$ cat src/rtl/instr_loader.sv
// instr_loader: receives a program over a UART byte stream and writes it to
// instruction memory one 32-bit word at a time. Then it takes a mode byte
// that selects continuous or single-step execution.
// Optional feature: define LOADER_TIMEOUT_EN to abort a stalled load after
// TIMEOUT_CYCLES idle cycles in RECV.
module instr_loader #(
    parameter int NB_DATA        = 32,
    parameter int N_BITS_DATA    = 8,
    parameter int NB_ADDR        = 8,
    parameter int TIMEOUT_CYCLES = 1000000
) (
    input  logic                   clock,
    input  logic                   reset,
    input  logic [N_BITS_DATA-1:0] rx_data_i,
    input  logic                   rx_done_i,
    input  logic                   halt_i,
    output logic                   imem_wr_en_o,
    output logic [NB_ADDR-1:0]     imem_addr_o,
    output logic [NB_DATA-1:0]     imem_data_o,
    output logic [N_BITS_DATA-1:0] n_instr_o,
    output logic                   load_done_o,
    output logic                   run_o,
    output logic                   mode_step_o,
    output logic                   step_o,
    output logic                   err_o
);

    typedef enum logic [2:0] {
        IDLE, RECV, WRITE, WAIT_MODE, RUN_CONT, RUN_STEP, ERROR
    } state_t;

    localparam logic [N_BITS_DATA-1:0] MODE_STEP = N_BITS_DATA'(8'h0F);
    localparam logic [N_BITS_DATA-1:0] MODE_CONT = N_BITS_DATA'(8'hF0);
    localparam logic [N_BITS_DATA-1:0] CMD_STEP  = N_BITS_DATA'(8'h01);
    localparam logic [N_BITS_DATA-1:0] CMD_EXIT  = N_BITS_DATA'(8'hFF);

    state_t                 state, state_nxt;
    logic [NB_ADDR-1:0]     word_idx, word_idx_nxt;
    logic [1:0]             byte_idx, byte_idx_nxt;
    logic [NB_DATA-1:0]     asm_buf, asm_nxt, word_asm;
    logic                   wr_en_nxt, load_done_nxt, run_nxt, mode_step_nxt;
    logic                   step_nxt, err_nxt;
    logic [NB_ADDR-1:0]     addr_nxt;
    logic [NB_DATA-1:0]     data_nxt;
    logic [N_BITS_DATA-1:0] n_instr_nxt;
    logic                   last_word;

`ifdef LOADER_TIMEOUT_EN
    localparam int TMO_W = $clog2(TIMEOUT_CYCLES + 1);
    logic [TMO_W-1:0] tmo_cnt, tmo_nxt;
`else
    // The timeout limit has no effect in this build.
    logic unused_tmo;
    assign unused_tmo = ^TIMEOUT_CYCLES;
`endif

    // The word just written is the last one of the program.
    assign last_word = (32'(word_idx) + 32'd1) == 32'(n_instr_o);

    // Next-state and next-output logic. Outputs are registered, so every
    // strobe appears in the cycle after the byte that caused it.
    always_comb begin
        state_nxt     = state;
        word_idx_nxt  = word_idx;
        byte_idx_nxt  = byte_idx;
        asm_nxt       = asm_buf;
        word_asm      = asm_buf;
        wr_en_nxt     = 1'b0;
        addr_nxt      = imem_addr_o;
        data_nxt      = imem_data_o;
        n_instr_nxt   = n_instr_o;
        load_done_nxt = load_done_o;
        run_nxt       = run_o;
        mode_step_nxt = mode_step_o;
        step_nxt      = 1'b0;
        err_nxt       = err_o;
`ifdef LOADER_TIMEOUT_EN
        tmo_nxt       = '0;
`endif
        word_asm[int'(byte_idx) * N_BITS_DATA +: N_BITS_DATA] = rx_data_i;

        case (state)
            IDLE: begin
                if (rx_done_i) begin
                    n_instr_nxt = rx_data_i;
                    if (rx_data_i == '0) begin
                        state_nxt     = WAIT_MODE;
                        load_done_nxt = 1'b1;
                    end else begin
                        state_nxt    = RECV;
                        word_idx_nxt = '0;
                        byte_idx_nxt = '0;
                    end
                end
            end
            RECV: begin
                if (rx_done_i) begin
                    asm_nxt = word_asm;
                    if (byte_idx == 2'd3) begin
                        wr_en_nxt    = 1'b1;
                        addr_nxt     = word_idx;
                        data_nxt     = word_asm;
                        byte_idx_nxt = '0;
                        state_nxt    = WRITE;
                    end else begin
                        byte_idx_nxt = byte_idx + 2'd1;
                    end
                end
`ifdef LOADER_TIMEOUT_EN
                else if (tmo_cnt == TMO_W'(TIMEOUT_CYCLES - 1)) begin
                    state_nxt = ERROR;
                    err_nxt   = 1'b1;
                end else begin
                    tmo_nxt = tmo_cnt + 1'b1;
                end
`endif
            end
            WRITE: begin
                if (last_word) begin
                    state_nxt     = WAIT_MODE;
                    load_done_nxt = 1'b1;
                end else begin
                    state_nxt    = RECV;
                    word_idx_nxt = word_idx + 1'b1;
                    // A byte landing in the write cycle starts the next word.
                    if (rx_done_i) begin
                        asm_nxt      = word_asm;
                        byte_idx_nxt = 2'd1;
                    end
                end
            end
            WAIT_MODE: begin
                if (rx_done_i) begin
                    if (rx_data_i == MODE_STEP) begin
                        state_nxt     = RUN_STEP;
                        mode_step_nxt = 1'b1;
                    end else if (rx_data_i == MODE_CONT) begin
                        state_nxt = RUN_CONT;
                        run_nxt   = 1'b1;
                    end else begin
                        state_nxt = ERROR;
                        err_nxt   = 1'b1;
                    end
                end
            end
            RUN_STEP: begin
                if (rx_done_i && rx_data_i == CMD_STEP) step_nxt  = 1'b1;
                if (rx_done_i && rx_data_i == CMD_EXIT) state_nxt = IDLE;
            end
            RUN_CONT: begin
                if (halt_i || (rx_done_i && rx_data_i == CMD_EXIT)) state_nxt = IDLE;
            end
            ERROR:   state_nxt = IDLE;
            default: state_nxt = IDLE;
        endcase

        // Status levels drop together with the return to IDLE.
        if (state_nxt == IDLE) begin
            load_done_nxt = 1'b0;
            run_nxt       = 1'b0;
            mode_step_nxt = 1'b0;
        end
    end

    // State, indices and outputs; cleared asynchronously by reset.
    always_ff @(posedge clock or negedge reset) begin
        if (!reset) begin
            state        <= IDLE;
            word_idx     <= '0;
            byte_idx     <= '0;
            imem_wr_en_o <= 1'b0;
            imem_addr_o  <= '0;
            imem_data_o  <= '0;
            n_instr_o    <= '0;
            load_done_o  <= 1'b0;
            run_o        <= 1'b0;
            mode_step_o  <= 1'b0;
            step_o       <= 1'b0;
            err_o        <= 1'b0;
`ifdef LOADER_TIMEOUT_EN
            tmo_cnt      <= '0;
`endif
        end else begin
            state        <= state_nxt;
            word_idx     <= word_idx_nxt;
            byte_idx     <= byte_idx_nxt;
            imem_wr_en_o <= wr_en_nxt;
            imem_addr_o  <= addr_nxt;
            imem_data_o  <= data_nxt;
            n_instr_o    <= n_instr_nxt;
            load_done_o  <= load_done_nxt;
            run_o        <= run_nxt;
            mode_step_o  <= mode_step_nxt;
            step_o       <= step_nxt;
            err_o        <= err_nxt;
`ifdef LOADER_TIMEOUT_EN
            tmo_cnt      <= tmo_nxt;
`endif
        end
    end

    // Word assembly buffer; partial contents are overwritten byte by byte.
    always_ff @(posedge clock) begin
        asm_buf <= asm_nxt;
    end

endmodule
$ cat config.mk
export PLATFORM = sky130hd
export DESIGN_NAME = instr_loader
export DESIGN_NICKNAME = d
export VERILOG_FILES = /design/src/rtl/instr_loader.sv
export SDC_FILE = /design/constraint.sdc
export NUM_CORES = 1
export LEC_CHECK = 0
export BUFFER_PORTS_ARGS = -buffer_cell sky130_fd_sc_hd__buf_2
export CORE_MARGIN = 1
export CORE_UTILIZATION = 40
export CTS_BUF_LIST = sky130_fd_sc_hd__clkbuf_4 sky130_fd_sc_hd__clkbuf_8
export CTS_CLUSTER_DIAMETER = 100
export DETAILED_ROUTE_END_ITERATION = 10
export SETUP_SLACK_MARGIN = 0.4
export SLEW_MARGIN = 20
export SYNTH_ARGS = -nofsm -noshare
export SYNTH_HDL_FRONTEND = slang
export SYNTH_SLANG_ARGS = --single-unit
$ cat constraint.sdc
create_clock -name clock -period 7.3 [get_ports clock]
set_input_delay 0 -clock clock [delete_from_list [all_inputs] [get_ports clock]]
set_output_delay 0 -clock clock [all_outputs]
set_load 0.01 [all_outputs]
==> summary.md, run 1 <==
| Metric | Value |
|---|---|
| Crit path DAT | `2.78 ns` |
| Area after DPL | `slightly above 5000 um2` |
| Clock Tree Buf Depth | `2` |
| Max-Cap Viols | `0` |
| Final setup TNS | `0 ns` |
| Hold WC Path Type | `in2reg` |
| Synth Area in Compound Gates | `0.0966` |
| Post-synth EDFFs | `32` |
| WHS | `approximately 0.024 ns` |
| Pwr Density | `between 300 and 400 nW/um2` |
| Dpl hpwl | `6760 um` |
| RSZ-0062 raised after global routing | `no` |
| Final wirelength | `about 10000 um` |
| GRT Total Usage | `0.186` |
| YS warnings | `0` |
| RD Place Congestion | `approximately 0.83` |
| Clock latency on the worst-skew pair | `between 0.3 and 0.4 ns` |
| Via count | `between 3000 and 4000` |
| Fin crit share | `0.367` |
| Worst Path Required | `between 7 and 8 ns` |
| Chip width | `~110 um` |
| Period minus WS final | `roughly 2.7 ns` |
| Detailed Routing Iterations Pass 1 | `4` |
| CP Capture Type | `register` |
| Total CTS buffers | `9` |
| Netlist Area Pre-Place | `between 4000 and 5000 um2` |
| Input/output buffers | `65` |
| Outcome | `completed` |
| Finished Cell Area | `around 5300 um2` |
| Simple-Gate Fraction of Synth Area | `0.153` |
| H-tree levels | `3` |
| F_max | `between 300 and 400 MHz` |
| Max rail drop VDD | `173 uV` |
| Avg WL per Cell | `~16 um` |
| First-pass GRT wire length | `around 17000 um` |
| FF+latch count, synth | `99` |
| Filler cells | `1075` |
| Ys async rst share | `0.677` |
| Hold_sp | `rx_data_i[5]` |
| Critical Path Source | `word_idx[0]` |
| Initial antenna violation count | `0` |
| Layout cells sized above 1 | `0.268` |
| Layout area overhead | `14.7%` |
| Largest net degree at the start of global routing | `68` |
| Final hold violation count | `0` |
| Post-route ant nets | `0` |
| Clk sinks | `99` |
| Mux cell area share after synthesis | `0.0990` |
| Syn nets | `449` |
| TritonCTS clock tree | `done` |
| Crit path max fanout | `32` |
| # diodes | `0` |
| Nets | `just over 500` |
| Slew @ Worst Pin | `~1.1 ns` |
| Area taken by multi-input logic gates | `around 1800 um2` |
| CP Launch Type | `register` |
| Residual overflow from global routing | `0` |
| Iteration-0 DRC count of the detailed router | `approximately 160` |
| Post-cts repair resize count | `0` |
| Die area | `approximately 12000 um2` |
| Synth Area in XOR/XNOR | `0.0113` |
| Main combinational cell family by area after synthesis | `simple AND/OR/NAND/NOR gates` |
| Drt drc | `0` |
| Leak Pwr | `2.43 nW` |
| Setup Skew | `0.0156 ns` |
| Cells after Synth | `430` |
| FF/Latch Area | `between 2000 and 3000 um2` |
| Clk slew on worst S/H paths | `approximately 0.1 ns` |
| Core ar. | `about 11000 um2` |
| CTS Root Cell | `clkbuf_8` |
| IO Count | `66` |
| Slew Limit Headroom | `0.247` |
| Final setup vio count | `0` |
| Synth Area in Adders | `0.0188` |
| Critical path type | `reg2reg` |
| Synth unique cells | `between 50 and 60` |
| Reg2reg start | `word_idx[0]` |
| Starting Density | `0.409` |
| Synth Flop Type | `dfrtp_1` |
| Syn_area_per_cell | `roughly 11 um2` |
| Vias in the first global route | `around 3200` |
| Cell row count | `39` |
| Vias per inst | `about 5.2` |
| Die height | `approximately 110 um` |
| Sequential area share after synthesis | `0.567` |
| Final number of max-transition violations | `0` |
-- layout by cell type, fill, tap and decap left out, types with 5 or more instances in the layout --
master	synthesis	final
nor3_1	10	10
nor2_1	13	13
or4_1	5	5
edfxtp_1	32	32
ha_1	7	7
o21ai_0	42	42
inv_1	42	42
mux2_2	39	39
nand3_1	15	15
a21oi_1	5	5
nand2_1	68	68
dfrtp_1	67	67
buf_2	11	65
clkbuf_8	0	9
-- repair_timing --
| item | in CTS | in global routing |
|---|---|---|
| hold endpoints to repair | 69 | 0 |
| hold buffers | 4 | 0 |
| buffers inserted | 0 | 0 |
-- area by class of cell --
| class | count | share of cell area |
|---|---|---|
| Clock inverter | 7 | 0.0150 |
| Inverter | 44 | 0.0310 |
| Timing Repair Buffer | 71 | 0.0713 |
| Tap cell | 143 | 0.0335 |
| Sequential cell | 99 | 0.494 |
| Clock buffer | 9 | 0.0232 |
| Multi-Input combinational cell | 270 | 0.331 |
-- logic make-up (layout without fill, tap and decap cells) --
group	after synthesis	count (layout)
flops	99	99
xor+xnor	6	6
mux	41	41
buf+inv	61	131
simple gates	142	142
compound gates	74	74
fa+ha+maj	7	7
-- worst max-delay path, stage by stage, from the launching register on --
cell	delay [ns]
dfrtp_1	0.47
ha_1	0.36
xnor2_1	0.15
o311ai_1	0.14
nor4b_2	0.31
o2111a_2	0.45
nor3_1	0.08
o21a_1	0.17
buf_4	0.26
-- power by group --
part | total (W) | internal [W] | switching [W]
logic | 0.000707 | 0.000306 | 0.000401
clock network | 0.000369 | 0.000164 | 0.000205
registers | 0.000940 | 0.000818 | 0.000122
-- cell usage after synthesis (4+ instances only) --
cell type	number	area share
mux2_2	39	0.094
or4_1	5	0.0081
edfxtp_1	32	0.21
ha_1	7	0.019
nor3b_1	4	0.0065
inv_1	42	0.034
dfrtp_1	67	0.36
nor3_1	10	0.011
xnor2_1	4	0.0075
a21oi_1	5	0.0054
nor2_1	13	0.010
o21ai_1	4	0.0043
nand2_1	68	0.055
o21ai_0	42	0.045
and3_1	4	0.0054
clkbuf_1	5	0.0040
and2_1	4	0.0054
buf_2	11	0.012
nand3_1	15	0.016
-- per-stage QoR --
step,cells,power [W],util,setup slack [ns]
floorplan,430,0.00140,-,4.52
global placement,623,0.00164,0.447,4.65
detailed placement,623,0.00166,0.447,4.62
CTS,643,0.00204,0.469,4.59
global route,643,0.00217,0.469,4.29
finish,643,0.00202,0.469,4.62
-- registers in the layout, indices dropped and copies added, names as in the netlist --
register	flops
asm_buf	32
imem_data_o	32
imem_addr_o	8
n_instr_o	8
word_idx	8
state	3
byte_idx	2
err_o	1
imem_wr_en_o	1
load_done_o	1
mode_step_o	1
run_o	1
step_o	1
-- per-layer routing --
| metal | vias to the layer above | wire (um) | track usage |
|---|---|---|---|
| met2 | 78 | 4680 | 0.290 |
| met4 | 0 | 158 | 0.0562 |
| met1 | 1598 | 4820 | 0.253 |
| met3 | 17 | 484 | 0.0492 |
| li1 | 1626 | - | - |
| met5 | - | 0 | 0 |
-- path summary, 6_finish.rpt --
| path | to | slack [ns] | cells after the start |
|---|---|---|---|
| worst max-delay path | asm_buf[11] | 4.62 | 8 |
| worst min-delay path | n_instr_o[5] | 0.02 | 2 |
| worst max register to register | asm_buf[11] | 4.62 | 8 |
| worst min register to register | err_o | 0.48 | 2 |
| max in group asynchronous | imem_data_o[23] | 6.40 | 3 |
| min in group asynchronous | imem_data_o[7] | 0.34 | 3 |
Power figures use the tool's default switching activity.
==> inputs of run 2 (changes only) <==
==> constraint.sdc (replaced) <==
create_clock -name clock -period 2.2 [get_ports clock]
set_input_delay 0 -clock clock [delete_from_list [all_inputs] [get_ports clock]]
set_output_delay 0 -clock clock [all_outputs]
set_load 0.01 [all_outputs]
==> run 2 against run 1 <==
- sequential power grew to 3.3 times the previous value
- clock skew decreased by 0.0034 ns
- critical endpoint is now asm_buf[20]
- maximum frequency up 22%
- first-iteration DRC count up 42%
- critical path type unchanged
==> summary.md, run 2 (synthesis gave the netlist of run 1 again) <==
| Metric | Value |
|---|---|
| Die height | `110 um (unchanged)` |
| # diodes | `0 (unchanged)` |
| Final setup vio count | `0 (unchanged)` |
| Setup Skew | `0.0122 ns (-0.00339 ns)` |
| Largest net degree at the start of global routing | `30 (-56%)` |
| M1 WL | `5180 um (+7.3%)` |
| Slew Limit Headroom | `0.579 (+0.331)` |
| Final wirelength | `11000 um (+8.8%)` |
| Residual overflow from global routing | `0 (unchanged)` |
| Fin crit share | `0.997 (+0.630)` |
| Vias in the first global route | `3277 (+1.5%)` |
| Post-route ant nets | `0 (unchanged)` |
| Inst Count DP | `650 (+4.3%)` |
| Input/output buffers | `65 (unchanged)` |
| Reg power frac | `0.411 (-0.055)` |
| Via count | `3555 (+7.1%)` |
| Final number of max-transition violations | `0 (unchanged)` |
| Max rail drop VDD | `682 uV (+290%)` |
| Clk network pwr share | `0.175 (-0.008)` |
| Chip width | `110 um (unchanged)` |
| TritonCTS clock tree | `done` |
| Logic pwr share | `0.413 (+0.062)` |
| H-tree levels | `3 (unchanged)` |
| Reg2reg start | `word_idx[1]` |
| Met3 wire len | `562 um (+16%)` |
| Drt drc | `0 (unchanged)` |
| Initial antenna violation count | `0 (unchanged)` |
| Total CTS buffers | `9 (unchanged)` |
| Most frequent cells in the layout | `dfrtp_1 (65), buf_2 (65), nand2_1 (62)` |
| Nets | `550 (+7.0%)` |
| Leak Pwr | `2.75 nW (+13%)` |
| Outcome | `completed` |
| Vias per inst | `5.24 (+1.4%)` |
| Biggest regs | `asm_buf (32), imem_data_o (32)` |
| Hold WC Path Type | `in2reg` |
| F_max | `456 MHz (+22%)` |
| Clk slew on worst S/H paths | `0.10 ns (about the same)` |
| RSZ-0062 raised after global routing | `yes` |
| Metal2 WL | `5090 um (+8.8%)` |
| Crit path DAT | `2.35 ns (-0.43 ns)` |
| Core ar. | `11400 um2 (unchanged)` |
| Switch share | `0.350 (-0.0115)` |
| Clock Tree Buf Depth | `2 (unchanged)` |
| Iteration-0 DRC count of the detailed router | `225 (+42%)` |
| RD Place Congestion | `0.860 (+3.5%)` |
| Dpl hpwl | `7540 um (+12%)` |
| Pwr Density | `1280 nW/um2 (+240%)` |
| Die area | `12100 um2 (unchanged)` |
| Final hold violation count | `0 (unchanged)` |
| CP Launch Type | `register` |
| Detailed Routing Iterations Pass 1 | `4 (unchanged)` |
| Crit path max fanout | `14 (-56%)` |
| WHS | `0.0299 ns (+0.00630 ns)` |
| Slew @ Worst Pin | `0.632 ns (-0.488 ns)` |
| Psw | `0.00266 W (+270%)` |
| Layout cells sized above 1 | `0.381 (+0.113)` |
| Layout area overhead | `27.9%` |
| Cell row count | `39 (unchanged)` |
| Critical Path Source | `word_idx[1]` |
| Avg WL per Cell | `16.3 um (+3.1%)` |
| Hold_sp | `rx_data_i[1]` |
| Power Internal | `0.00495 W (+280%)` |
| CTS Root Cell | `clkbuf_8` |
| Clk sinks | `99 (unchanged)` |
| Top sig layer | `met4` |
| Max-Cap Viols | `0 (unchanged)` |
| Period minus WS final | `2.19 ns (-0.488 ns)` |
| CP Capture Type | `register` |
| Clock latency on the worst-skew pair | `0.39 ns (about the same)` |
| Final core utilization | `0.523 (+0.0540)` |
| GRT Total Usage | `0.198 (+0.0122)` |
| Critical path type | `reg2reg` |
| IO Count | `66 (unchanged)` |
| Final Non-Filler Cells | `679 (+5.6%)` |
| Worst Path Required | `2.36 ns (-5.04 ns)` |
| Starting Density | `0.409 (unchanged)` |
| First-pass GRT wire length | `17500 um (+4.4%)` |
==> run 2: final cells by class <==
cell class	instances	area, um2
Timing Repair Buffer	107	726
Fill cell	1009	5420
Tap cell	143	179
Multi-Input combinational cell	270	2010
Inverter	44	165
Clock inverter	4	73.8
Sequential cell	99	2640
Clock buffer	12	153
==> run 2: final timing paths <==
path	end	slack (ns)	cells after the start
worst min-delay path	n_instr_o[1]	0.03	2
worst max-delay path	asm_buf[20]	0.007	8
max in group asynchronous	word_idx[0]	1.37	3
worst min register to register	imem_addr_o[4]	0.47	2
min in group asynchronous	load_done_o	0.16	2
worst max register to register	asm_buf[20]	0.007	8
==> run 2: worst max-delay path, stage by stage (launching register included) <==
cell and delay (ns):
dfrtp_1 0.44, ha_4 0.31, xnor2_2 0.11, o311ai_1 0.12, nor4b_2 0.22, o2111a_2 0.31
nor3_4 0.05, o21a_4 0.23, buf_12 0.16
==> run 2: timing repair <==
| action | in CTS | in global routing |
|---|---|---|
| endpoints found under the hold margin | 26 | 0 |
| pin swaps | 3 | 5 |
| setup buffers | 4 | 3 |
| hold buffers | 6 | 0 |
| gates resized for setup | 27 | 32 |
| setup endpoints to repair | 94 | 92 |
==> run 2: metrics by stage <==
| stage | TNS (ns) | total power [W] | cell area (um2) | setup slack, ns |
|---|---|---|---|---|
| final | 0 | 0.00762 | 5950 | 0.00717 |
| after CTS | 0 | 0.00743 | 5800 | 0.0479 |
| after floorplan | 0 | 0.00471 | 4700 | 0.0255 |
| after global placement | 0 | 0.00580 | 5400 | 0.0618 |
| after detailed placement | 0 | 0.00587 | 5400 | 0.000766 |
| after global routing | -1.24 | 0.00810 | 5950 | -0.0511 |
==> run 2: per-layer routing <==
layer | vias up | GRT usage
li1 | 1695 | -
met1 | 1743 | 0.270
met2 | 105 | 0.301
met3 | 12 | 0.0433
met4 | 0 | 0.0914
met5 | - | 0
==> run 2: power by group through the flow <==
stage               Combinational [W]  Sequential [W]  Clock [W]
finish                        0.00315         0.00313    0.00134
global route                  0.00344         0.00322    0.00144
CTS                           0.00293         0.00313    0.00137
detailed placement            0.00272         0.00315          0
global placement              0.00267         0.00313          0
floorplan                     0.00145         0.00327          0
==> inputs of run 3 (changes only) <==
--- a/config.mk
+++ b/config.mk
@@ -11,6 +11,7 @@
 export CTS_BUF_LIST = sky130_fd_sc_hd__clkbuf_4 sky130_fd_sc_hd__clkbuf_8
 export CTS_CLUSTER_DIAMETER = 100
 export DETAILED_ROUTE_END_ITERATION = 10
+export REMOVE_ABC_BUFFERS = 1
 export SETUP_SLACK_MARGIN = 0.4
 export SLEW_MARGIN = 20
 export SYNTH_ARGS = -nofsm -noshare
==> run 3 against run 2 <==
- the flow now finishes with violations (negative setup slack)
- clock power decreased by 7%
- global-route usage increased by 0.35 points
- die area unchanged
- clock-buffer cell count decreased by 1
- clock skew decreased by 0.0023 ns
- combinational power increased by 6%
- critical path depth unchanged
- power increased by 0.96%
- final area increased by 0.80%
- non-clock buffer count increased by 1
- setup slack got worse by 0.048 ns
- register-to-register slack got worse by 0.05 ns
- critical path type unchanged
- critical endpoint is now word_idx[6]
- largest power group unchanged
- highest routed layer unchanged
==> summary.md, run 3 (synthesis gave the netlist of run 1 again) <==
| Metric | Value |
|---|---|
| Nets | `551 (+0.18%)` |
| Slew @ Worst Pin | `0.773 ns (+0.141 ns)` |
| Final setup vio count | `23 (+23)` |
| Detailed Routing Iterations Pass 1 | `5 (+1)` |
| Vias per inst | `5.20 (-0.60%)` |
| Layout cells sized above 1 | `0.389 (+0.00860)` |
| Final setup TNS | `-0.149 ns (-0.149 ns)` |
| TritonCTS clock tree | `done` |
| Final hold violation count | `0 (unchanged)` |
| GR met3 Demand/Resource | `0.0391 (-0.00415)` |
| Tot Pwr | `0.00769 W (+0.96%)` |
| Busiest grt layer | `met2` |
| F_max | `446 MHz (-2.2%)` |
| # diodes | `0 (unchanged)` |
| Final number of max-transition violations | `0 (unchanged)` |
| RSZ-0062 raised after global routing | `yes` |
| Leak Pwr | `2.73 nW (-0.62%)` |
| Grt met2 use | `0.311 (+0.0103)` |
| Period minus WS final | `2.24 ns (+0.0485 ns)` |
| Inst Count DP | `649 (-0.15%)` |
| Layout area overhead | `29.0%` |
| Critical path type | `reg2reg` |
| IO Count | `66 (unchanged)` |
| Hold WC Path Type | `in2reg` |
| Iteration-0 DRC count of the detailed router | `146 (-35%)` |
| Die area | `12100 um2 (unchanged)` |
| CTS Root Cell | `clkbuf_8` |
| Fin crit share | `1.02 (+0.0220)` |
| Drt drc | `0 (unchanged)` |
| Via count | `3539 (-0.45%)` |
| Vias in the first global route | `3381 (+3.2%)` |
| Largest net degree at the start of global routing | `38 (+27%)` |
| Die height | `110 um (unchanged)` |
| Initial antenna violation count | `0 (unchanged)` |
| Outcome | `finished, violations left` |
| Dpl hpwl | `7480 um (-0.76%)` |
| Crit path max fanout | `3 (-11)` |
| Final core utilization | `0.527 (+0.00418)` |
| Starting Density | `0.409 (unchanged)` |
| Cell row count | `39 (unchanged)` |
| Pwr Density | `1280 nW/um2 (+0.16%)` |
| Failing checks | `negative setup slack` |
| Input/output buffers | `65 (unchanged)` |
| Leading cell type in the layout, fill and taps excluded | `nand2_1` |
| First-pass GRT wire length | `17900 um (+2.5%)` |
| Avg WL per Cell | `16.8 um (+3.6%)` |
| CP Capture Type | `register` |
| Met1 usage | `0.275 (+0.00431)` |
| Clock Tree Buf Depth | `2 (unchanged)` |
| Clk sinks | `99 (unchanged)` |
| Biggest regs | `asm_buf (32), imem_data_o (32)` |
| H-tree levels | `3 (unchanged)` |
| Residual overflow from global routing | `0 (unchanged)` |
| Clk slew on worst S/H paths | `0.10 ns (about the same)` |
| Crit path DAT | `2.52 ns (+0.17 ns)` |
| Slew Limit Headroom | `0.485 (-0.0937)` |
| Max rail drop VDD | `647 uV (-5.1%)` |
| CP Launch Type | `register` |
| Max-Cap Viols | `0 (unchanged)` |
| Post-route ant nets | `0 (unchanged)` |
| Final setup slack of the worst path | `-0.0413 ns (-0.0485 ns)` |
| Worst Path Required | `2.48 ns (+0.12 ns)` |
| Setup Skew | `0.00993 ns (-0.00226 ns)` |
| Core ar. | `11400 um2 (unchanged)` |
| RD Place Congestion | `0.833 (-3.1%)` |
| Total CTS buffers | `9 (unchanged)` |
| Chip width | `110 um (unchanged)` |
| Final wirelength | `11500 um (+3.8%)` |
| Clock latency on the worst-skew pair | `0.38 ns (about the same)` |
| Most frequent cells in the layout | `nand2_1 (66), buf_2 (65), dfrtp_1 (64)` |
| Final Non-Filler Cells | `680 (+0.15%)` |
| GRT Total Usage | `0.202 (+0.00351)` |
==> run 3: routing by layer <==
metal | share of wire | vias up
met5 | 0 | -
met4 | 0.017 | 0
met1 | 0.46 | 1753
met2 | 0.48 | 71
li1 | - | 1698
met3 | 0.033 | 17
==> run 3: timing repair <==
item | 4_1_cts | 5_1_grt
endpoints found under the setup margin | 100 | 86
buffers inserted | 4 | 5
hold buffers | 5 | 0
gates resized for setup | 31 | 61
pin swaps | 7 | 6
cloned | 1 | 0
hold endpoints to repair | 32 | 0
==> run 3: path summary, 6_finish.rpt <==
kind | start | endpoint | slack [ns] | cells past startpoint
worst min-delay path | rx_data_i[6] | n_instr_o[6] | 0.04 | 2
worst max-delay path | word_idx[1] | word_idx[6] | -0.04 | 8
worst min register to register | err_o | err_o | 0.47 | 2
min in group asynchronous | reset | mode_step_o | 0.23 | 2
max in group asynchronous | reset | state[0] | 1.30 | 3
worst max register to register | word_idx[1] | word_idx[6] | -0.04 | 8
==> run 3: critical path: stages (launching register included) <==
cell and delay [ns]:
dfrtp_1 0.42, ha_4 0.28, xnor2_4 0.18, o311ai_4 0.11
nor4b_2 0.24, o2111a_2 0.26, buf_6 0.11, mux2_4 0.28
a221o_1 0.25
==> run 3: power by group <==
part | switching [W] | internal, W | total [W] | leakage, nW
Clock | 0.000649 | 0.000592 | 0.00124 | 0.108
Combinational | 0.00172 | 0.00161 | 0.00333 | 1.46
Sequential | 0.000403 | 0.00272 | 0.00312 | 1.16
==> run 3: layout make-up <==
type	count	area, um2
fillers	1047	5370
flip-flops and latches	99	2640
multi-input cells	270	2050
repair buffers	108	746
well taps	143	179
inverters	44	170
clock buffers	11	151
clock inverters	5	60.1
==> run 3: stage by stage <==
step	instance area [um2]	setup WS, ns	hold slack [ns]
final	6000	-0.0413	0.0361
after floorplan	4560	-0.515	-0.296
after detailed placement	5320	-0.0892	0.136
after global placement	5320	-0.00241	0.120
after CTS	5780	-0.0420	0.00444
after global routing	6000	-0.163	0.0238
